File: src/rtl/pe_arr_seq.sv
// pe_arr_seq: job sequencer for the PE_ARR systolic array (clear, skewed feed, drain, done); optional stall counter under PE_ARR_SEQ_STALL_CNT_EN
module pe_arr_seq #(
   parameter int ROWS   = 4,
   parameter int COLS   = 4,
   parameter int PE_LAT = 1,
   parameter int KW     = 16
) (
   input  logic              clk,
   input  logic              rst,
   input  logic              start,
   input  logic [KW-1:0]     k_len,
   output logic              busy,
   output logic              done,
   input  logic              w_valid,
   output logic              w_ready,
   input  logic [8*COLS-1:0] w_data,
   input  logic              a_valid,
   output logic              a_ready,
   input  logic [8*ROWS-1:0] a_data,
   output logic              arr_clr,
   output logic              arr_fire,
   output logic [8*COLS-1:0] arr_in_w,
   output logic [8*ROWS-1:0] arr_in_a,
   output logic              res_valid
`ifdef PE_ARR_SEQ_STALL_CNT_EN
   ,
   output logic [31:0]       stall_cnt
`endif
);
   localparam int DL = ROWS + COLS + PE_LAT - 1;
   localparam int DW = $clog2(DL + 1);
   typedef enum logic [2:0] {IDLE, CLEAR, FEED, DRAIN, DONE} state_t;
   state_t state, state_n;
   logic [KW-1:0] k_reg, bcnt;
   logic [DW-1:0] dcnt;
   logic acc, last_beat, last_drain, shift;
   assign acc        = state == FEED && w_valid && a_valid;
   assign last_beat  = acc && bcnt == k_reg - KW'(1);
   assign last_drain = dcnt == DW'(DL - 1);
   assign shift      = state == FEED || state == DRAIN;
   // state register
   always_ff @(posedge clk)
      state <= rst ? IDLE : state_n;
   // next state and state-decoded outputs
   always_comb begin
      state_n   = state;
      busy      = state == CLEAR || state == FEED || state == DRAIN;
      done      = state == DONE;
      res_valid = state == DONE;
      arr_clr   = state == CLEAR;
      arr_fire  = shift;
      w_ready   = state == FEED && a_valid;
      a_ready   = state == FEED && w_valid;
      case (state)
         IDLE:    if (start) state_n = k_len == '0 ? DONE : CLEAR;
         CLEAR:   state_n = FEED;
         FEED:    if (last_beat) state_n = DRAIN;
         DRAIN:   if (last_drain) state_n = DONE;
         DONE:    state_n = IDLE;
         default: state_n = IDLE;
      endcase
   end
   // job length latch plus beat and drain counters; drain counter wraps to 0 on exit
   always_ff @(posedge clk)
      if (rst) begin
         k_reg <= '0;
         bcnt  <= '0;
         dcnt  <= '0;
      end else begin
         if (state == IDLE && start) k_reg <= k_len;
         if (state == CLEAR) bcnt <= '0;
         else if (acc) bcnt <= bcnt + KW'(1);
         if (state == DRAIN) dcnt <= last_drain ? '0 : dcnt + DW'(1);
      end
   for (genvar i = 0; i < COLS; i++) begin : g_w
      logic [8*(i+1)-1:0] sr;
      // weight lane delay line of depth i+1; bubbles and drain shift in zeros
      always_ff @(posedge clk)
         if (rst || state == CLEAR) sr <= '0;
         else if (shift) sr <= (8*(i+1))'({sr, acc ? w_data[8*i +: 8] : 8'h00});
      assign arr_in_w[8*i +: 8] = sr[8*i +: 8];
   end
   for (genvar j = 0; j < ROWS; j++) begin : g_a
      logic [8*(j+1)-1:0] sr;
      // activation lane delay line of depth j+1; bubbles and drain shift in zeros
      always_ff @(posedge clk)
         if (rst || state == CLEAR) sr <= '0;
         else if (shift) sr <= (8*(j+1))'({sr, acc ? a_data[8*j +: 8] : 8'h00});
      assign arr_in_a[8*j +: 8] = sr[8*j +: 8];
   end
`ifdef PE_ARR_SEQ_STALL_CNT_EN
   // FEED cycles without an accepted beat, saturating
   always_ff @(posedge clk)
      if (rst || state == CLEAR) stall_cnt <= '0;
      else if (state == FEED && !acc && stall_cnt != '1) stall_cnt <= stall_cnt + 32'd1;
`endif
endmodule

File: config.mk
export PLATFORM = sky130hd
export DESIGN_NAME = pe_arr_seq
export DESIGN_NICKNAME = d
export VERILOG_FILES = /design/src/rtl/pe_arr_seq.sv
export SDC_FILE = /design/constraint.sdc
export NUM_CORES = 1
export LEC_CHECK = 0
export CAP_MARGIN = 20
export CORE_MARGIN = 2
export CORE_UTILIZATION = 35
export DETAILED_ROUTE_END_ITERATION = 12
export GPL_TIMING_DRIVEN = 0
export HOLD_SLACK_MARGIN = 0.03
export SLEW_MARGIN = 0
export SYNTH_ARGS = -nofsm -noshare
export SYNTH_HDL_FRONTEND = slang
export SYNTH_SLANG_ARGS = --single-unit
File: constraint.sdc
create_clock -name clk -period 3 [get_ports clk]
set_input_delay 0.6 -clock clk [delete_from_list [all_inputs] [get_ports clk]]
set_output_delay 0.6 -clock clk [all_outputs]
set_load 0.02 [all_outputs]
==> impl_results.md, run 1 <==
* Post-synth top flop: dfxtp_1
* FF+latch count, synth at 199
* Final slew viol count at 0
* Worst min-delay path class: flop to flop
* Ports at 156
* Worst R2R End: state[0]$_SDFFE_PP0P_
* XOR/XNOR Fraction of Synth Area at under 10%
* # rows at between 50 and 60
* Clock-pin slew on the worst setup and hold paths at 0.08 ns
* Detail Route Antenna Nets at 0
* Fin crit period at 2.78 ns
* Largest regs: g_a.sr x80, g_w.sr x80
* Drt initial violations at 303
* CTS Buf Count at 17
* CTS root buf: clkbuf_16
* Post-synth top cells: nand2_1 (239), dfxtp_1 (199), a21oi_1 (121), nor2_1 (89), a22oi_1 (64)
* Post-synthesis adder-cell area fraction at 0.472%
* Largest net degree at the start of global routing at 22
* Setup TNS at 0 ns
* Dpl ws at -0.367 ns
* Wire per inst at 14.3 um
* Layout area overhead at 32.2%
* Core footprint at 0.0224 mm^2
* First drt pass iteration count at 4
* Initial antenna violation count at 1
* FF-to-FF Start: k_reg[0]$_SDFFE_PP0P_
* CP max stage delay at 0.59 ns
* Top cell type by total area after synthesis: dfxtp_1
* Worst hold stages at 2
* Leakage at 3.70 nW
* Sequential fraction of the synthesis area at 50.1%
* Setup slack, reg-to-reg at ~0.6 ns
* Die X at 155 um
* Kind of critical path: flop to primary output
* Main combinational cell family by area after synthesis: simple AND/OR/NAND/NOR gates
* TritonCTS clock tree: built
* Top cell type's share of synthesized area at 50.1%
* Data required time of the worst path at 2.40 ns
* RePlAce Congestion at approximately 0.81
* Status: complete, no violations
* GRT Overall Usage at ~17%
* Total of warnings raised by yosys at 0
* Cell count after synthesis at approximately 970
* R2R cell count at 9
* DRC at 0
* Clk_lat worst skew at approximately 0.43 ns
* Synthesized area per cell at 8.22 um^2
* Global route overflow at 0
* Clk buf depth at 2
* Crit share post-route at 92.6%
* Post-synth ARST share at 0%
* Initial Util at 35.4%
* Top cells by area, synth: dfxtp_1 (50%), nand2_1 (11%), a21oi_1 (7.6%), a22oi_1 (6.0%), buf_4 (4.7%)
* Post-Synth Simple-Gate Area at ~21%
* Unrepaired setup endpoints after global routing: false
* Fmax at 360 MHz
* Cell with the most instances after synthesis: nand2_1
* Max_slew headroom at 34.9%
* Slew @ Worst Pin at 0.967 ns
* Pwr Density at roughly 560 mW/mm^2
* Max_cap viols at 0
* Peak VDD IR at 0.389 mV
* Share of cells above drive strength 1 at approximately 9.8%
* CP cell instances: buf_2, nor2_1, and2_1, buf_4, clkdlybuf4s50_1
* Ant diodes at 0
* Fin Hold WS at 0.449 ns
* Final setup viols at 0
* Compound-cell area share of the yosys netlist at 15.3%
* Clock sinks at 199
* Worst setup path start: state[0]$_SDFFE_PP0P_
* Critical path's slowest cell: clkdlybuf4s50_1
* Via count at 6787
* Endpoint class of the critical path: primary output
* Final Hold Viols at 0
* Arrival time at the worst endpoint at between 2 and 2.5 ns
* Final setup margin at 0.223 ns
* Clock Skew at 0.0116 ns
* Synth cell types at 45
* Hold Startpoint: g_w[1].sr[0]$_SDFFE_PP0P_
* Routed vias/inst at 4.72
* Die ar. at approximately 0.024 mm^2
* Number of global-route vias before repair at roughly 6400
* Post-synth EDFFs at 0
* Final WL at 20.6 mm
* Worst setup SP type: flop
* Die height at 155 um
* DPL Wire Length at 15.0 mm
* Post-synthesis mux area share at 0.630%
* Global-route wire length before repair at 33.4 mm
* Clock H-tree levels at 4
* Hold-critical path endpoint: g_w[1].sr[8]$_SDFFE_PP0P_
* Port Buf Inserts at 155
* Cell Area, Placed at approximately 0.0099 mm^2
* Syn Std Cell Area at roughly 0.0080 mm^2
* Post-Syn Nets at around 1100
* Crit path max fanout at 10
* Post-Layout Inst Area at 0.0105 mm^2
* Nets@finish at 1228
-- area by class of cell --
cell class,instances,area [um^2]
timing repair buffer,156,1560
multi-input combinational,640,3260
fill,2281,11900
clock inverter,15,221
inverter,9,37.5
clock buffer,17,425
sequential,199,3980
tap,285,357
timing repair inverter,1,5.00
buffer,116,663
-- cell families (layout without fill, tap and decap cells) --
kind of cell    Yosys count  in the layout
simple gates            392            392
compound gates          206            206
flops                   199            199
buf+inv                 128            314
xor+xnor                 34             34
mux                       5              5
fa+ha+maj                 3              3
-- through the flow --
stage	instances	utilization, %	power, mW
after floorplan	967	-	3.20
after global placement	1407	43.9	3.52
after detailed placement	1407	43.9	3.52
after CTS	1438	46.9	5.98
after global routing	1438	46.9	6.17
final	1438	46.9	5.91
-- layout by cell type, fill, tap and decap left out, drive strengths merged, types with 2 or more instances in the layout --
cell	instances
and3	5
nand4	7
xor2	17
nand3	11
nor3b	2
clkdlybuf4s50	155
nand2	239
clkinv	5
a31oi	2
and2	4
dfxtp	199
nor4	7
o31ai	2
o21ai	11
clkinvlp	2
a22oi	64
bufinv	2
nor2	89
mux2i	5
clkbuf	59
buf	75
inv	16
o22ai	2
ha	3
nand3b	2
or3	6
a21oi	121
or4	2
nor3	10
xnor2	17
-- power breakdown --
group	switching (mW)	internal, mW
registers	0.0336	2.68
logic	0.462	0.283
clock network	1.15	1.30
total	1.65	4.26
-- critical path: cells and delay by family, from the launching register on --
kind | cells | cell delay (ns)
buffers and inverters | 3 | 0.90
DFF | 1 | 0.30
and+or+nand+nor | 2 | 0.54
-- how the worst max path moves through the flow --
| stage | slack, ns | endpoint | cells after the start |
|---|---|---|---|
| finish | 0.22 | res_valid | 5 |
| global placement | -0.39 | w_ready | 8 |
| global route | 0.13 | res_valid | 5 |
| CTS | 0.20 | w_ready | 5 |
| detailed placement | -0.37 | w_ready | 8 |
| floorplan | 0.68 | w_ready | 7 |
-- metal layers --
| layer | track usage [%] | vias up | routed length (um) |
|---|---|---|---|
| li1 | - | 3531 | - |
| met1 | 21.5 | 3138 | 9310 |
| met2 | 31.3 | 99 | 10300 |
| met3 | 3.75 | 19 | 664 |
| met4 | 3.88 | 0 | 260 |
| met5 | 0 | - | 0 |
-- what timing repair did --
action                                  CTS  global route
hold buffers                              0             0
resized for setup                         2             0
endpoints found under the setup margin    2             0
setup buffers                             1             0
(Power assumes the default switching activity.)
==> inputs of run 2 (changes only) <==
Settings changed: CORE_ASPECT_RATIO set to 0.9.
==> impl_results.md, run 2 (same netlist as run 1, synthesis figures left out) <==
* Fin crit period at 2.82 ns (was 2.78 ns)
* Cts hold-fix bufs at 0 (unchanged)
* Largest regs: g_a.sr x80, g_w.sr x80 (unchanged)
* GRT Overall Usage at 17.0% (was 17.5%)
* Detail Route Antenna Nets at 0 (unchanged)
* Switching Share at 28.2% (was 27.9%)
* Layout area overhead at 32.2% (about the same)
* Initial Util at 35.5% (was 35.4%)
* Ports at 156 (unchanged)
* CP max stage delay at 0.53 ns (was 0.59 ns)
* Drt initial violations at 370 (was 303)
* Critical path's slowest cell: clkdlybuf4s50_1 (unchanged)
* Max_slew headroom at 38.5% (was 34.9%)
* Nets@finish at 1228 (unchanged)
* CTS root buf: clkbuf_16 (unchanged)
* # rows at 52 (was 55)
* Worst min-delay path class: flop to flop (unchanged)
* Unrepaired setup endpoints after global routing: false (unchanged)
* Clock sinks at 199 (unchanged)
* Die X at 163 um (was 155 um)
* Initial antenna violation count at 2 (was 1)
* Status: complete, no violations (unchanged)
* CTS Buf Count at 17 (unchanged)
* Core footprint at 0.0224 mm^2 (about the same)
* Final setup viols at 0 (unchanged)
* Slew @ Worst Pin at 0.910 ns (was 0.967 ns)
* Post-Layout Inst Area at 0.0105 mm^2 (about the same)
* WL met3 at 815 um (was 664 um)
* Global route overflow at 0 (unchanged)
* Data required time of the worst path at 2.40 ns (about the same)
* Commonest non-fill, non-tap cell in the layout: nand2_1 (unchanged)
* Wire per inst at 13.9 um (was 14.3 um)
* Clock H-tree levels at 4 (unchanged)
* Max_cap viols at 0 (unchanged)
* Die height at 147 um (was 155 um)
* Highest-count cells in the layout ignoring fill and taps: nand2_1 (239), dfxtp_1 (199), clkdlybuf4s50_1 (155) (unchanged)
* Peak VDD IR at 0.329 mV (was 0.389 mV)
* Port Buf Inserts at 155 (unchanged)
* Power share of the sequential group at 46.6% (was 45.9%)
* Number of global-route vias before repair at 6391 (was 6445)
* Endpoint class of the critical path: primary output (unchanged)
* Fmax at 354 MHz (was 360 MHz)
* Via count at 6875 (was 6787)
* DRC at 0 (unchanged)
* TritonCTS clock tree: built (unchanged)
* Routed met2 length at 9.07 mm (was 10.3 mm)
* Leakage at 3.69 nW (was 3.70 nW)
* Final slew viol count at 0 (unchanged)
* Crit path max fanout at 11 (was 10)
* Worst Path Buf+Inv at 3 (unchanged)
* Max Used Layer: met4 (unchanged)
* Clk buf depth at 2 (unchanged)
* Arrival time at the worst endpoint at 2.22 ns (was 2.18 ns)
* Power share of the clock group at 40.8% (was 41.5%)
* Die ar. at 0.0239 mm^2 (about the same)
* Largest net degree at the start of global routing at 22 (unchanged)
* Kind of critical path: flop to primary output (unchanged)
* Final Hold Viols at 0 (unchanged)
* Clk_lat worst skew at 0.43 ns (about the same)
* Clock-pin slew on the worst setup and hold paths at 0.08 ns (about the same)
* Worst setup SP type: flop (unchanged)
* Global-route wire length before repair at 32.7 mm (was 33.4 mm)
* Met1 wire length at 10.1 mm (was 9.31 mm)
* Cell Area, Placed at 0.00987 mm^2 (was 0.00986 mm^2)
* Fillers at 2235 (was 2281)
* First drt pass iteration count at 5 (was 4)
* RePlAce Congestion at 0.795 (was 0.815)
* Psw at 1.64 mW (was 1.65 mW)
* Tot Pwr at 5.82 mW (was 5.91 mW)
* Routed vias/inst at 4.73 (was 4.72)
* Pwr Density at 554 mW/mm^2 (was 562 mW/mm^2)
* Top cell family by delay on the critical path: buffers and inverters (unchanged)
* Share of cells above drive strength 1 at 9.80% (unchanged)
* Final WL at 20.2 mm (was 20.6 mm)
* DPL Wire Length at 14.8 mm (was 15.0 mm)
* Comb pwr share at 12.6% (about the same)
* Clock Skew at 0.0129 ns (was 0.0116 ns)
* Cell Int Power at 4.18 mW (was 4.26 mW)
* CP cell instances: buf_6, nand2b_2, clkinvlp_4, and2_1, clkdlybuf4s50_1 (was buf_2, nor2_1, and2_1, buf_4, clkdlybuf4s50_1)
* Crit share post-route at 94.1% (was 92.6%)
-- run 2: cell count changes in the layout (fill, tap and decap cells not counted), sizes merged --
cell      delta
buf          +1
bufinv       -1
clkinv       -1
clkinvlp     +1
diode        +2
-- run 2: stage by stage --
step / setup TNS, ns / instances / hold WS, ns / worst slack, ns / util (%)
2_1_floorplan: 0 / 967 / 0.432 / 0.680 / -
3_3_place_gp: -0.613 / 1419 / 0.438 / -0.355 / 44.1
3_5_place_dp: -0.605 / 1419 / 0.443 / -0.347 / 44.1
4_1_cts: 0 / 1449 / 0.449 / 0.103 / 46.9
5_1_grt: 0 / 1451 / 0.470 / 0.0215 / 46.9
6_report: 0 / 1452 / 0.453 / 0.178 / 47.0
-- run 2: layer usage --
metal | vias to the layer above | track usage [%]
met4 | 0 | 5.88
met3 | 17 | 3.44
met2 | 129 | 26.1
li1 | 3539 | -
met1 | 3190 | 23.9
met5 | - | 0
-- run 2: timing repair --
item,4_1_cts,5_1_grt
buffers inserted,1,0
gates resized for setup,2,0
setup endpoints to repair,2,0
-- run 2: final timing paths --
check / start / endpoint / slack [ns] / cells after the start
worst min register to register: g_a[1].sr[2]$_SDFFE_PP0P_ / g_a[1].sr[10]$_SDFFE_PP0P_ / 0.45 / 2
worst min-delay path: g_a[1].sr[2]$_SDFFE_PP0P_ / g_a[1].sr[10]$_SDFFE_PP0P_ / 0.45 / 2
worst max-delay path: state[2]$_SDFFE_PP0P_ / w_ready / 0.18 / 5
worst max register to register: k_reg[0]$_SDFFE_PP0P_ / state[0]$_SDFFE_PP0P_ / 0.59 / 9
-- run 2: area by class of cell --
class	instances	area, um^2	share of cell area [%]
inverters	9	37.5	0.357
flip-flops and latches	199	3980	37.9
multi-input cells	640	3260	31.0
diodes	2	5.00	0.0476
clock buffers	17	425	4.05
repair buffers	157	1560	14.9
plain buffers	116	663	6.31
well taps	297	372	3.54
clock inverters	15	198	1.88
-- run 2: worst min-delay path, delay by kind of cell, from the launching register on --
family           cells  cell delay [ns]
AO/OA/AOI/OAI        1             0.05
flip-flops           1             0.32
AND/OR/NAND/NOR      1             0.06
-- run 2: power by group through the flow --
stage          logic [mW]  registers [mW]  clock network [mW]
3_3_place_gp        0.733            2.77                   0
4_1_cts             0.744            2.71                2.44
5_1_grt             0.815            2.72                2.53
2_1_floorplan       0.433            2.77                   0
3_5_place_dp        0.738            2.77                   0
6_report            0.736            2.71                2.38
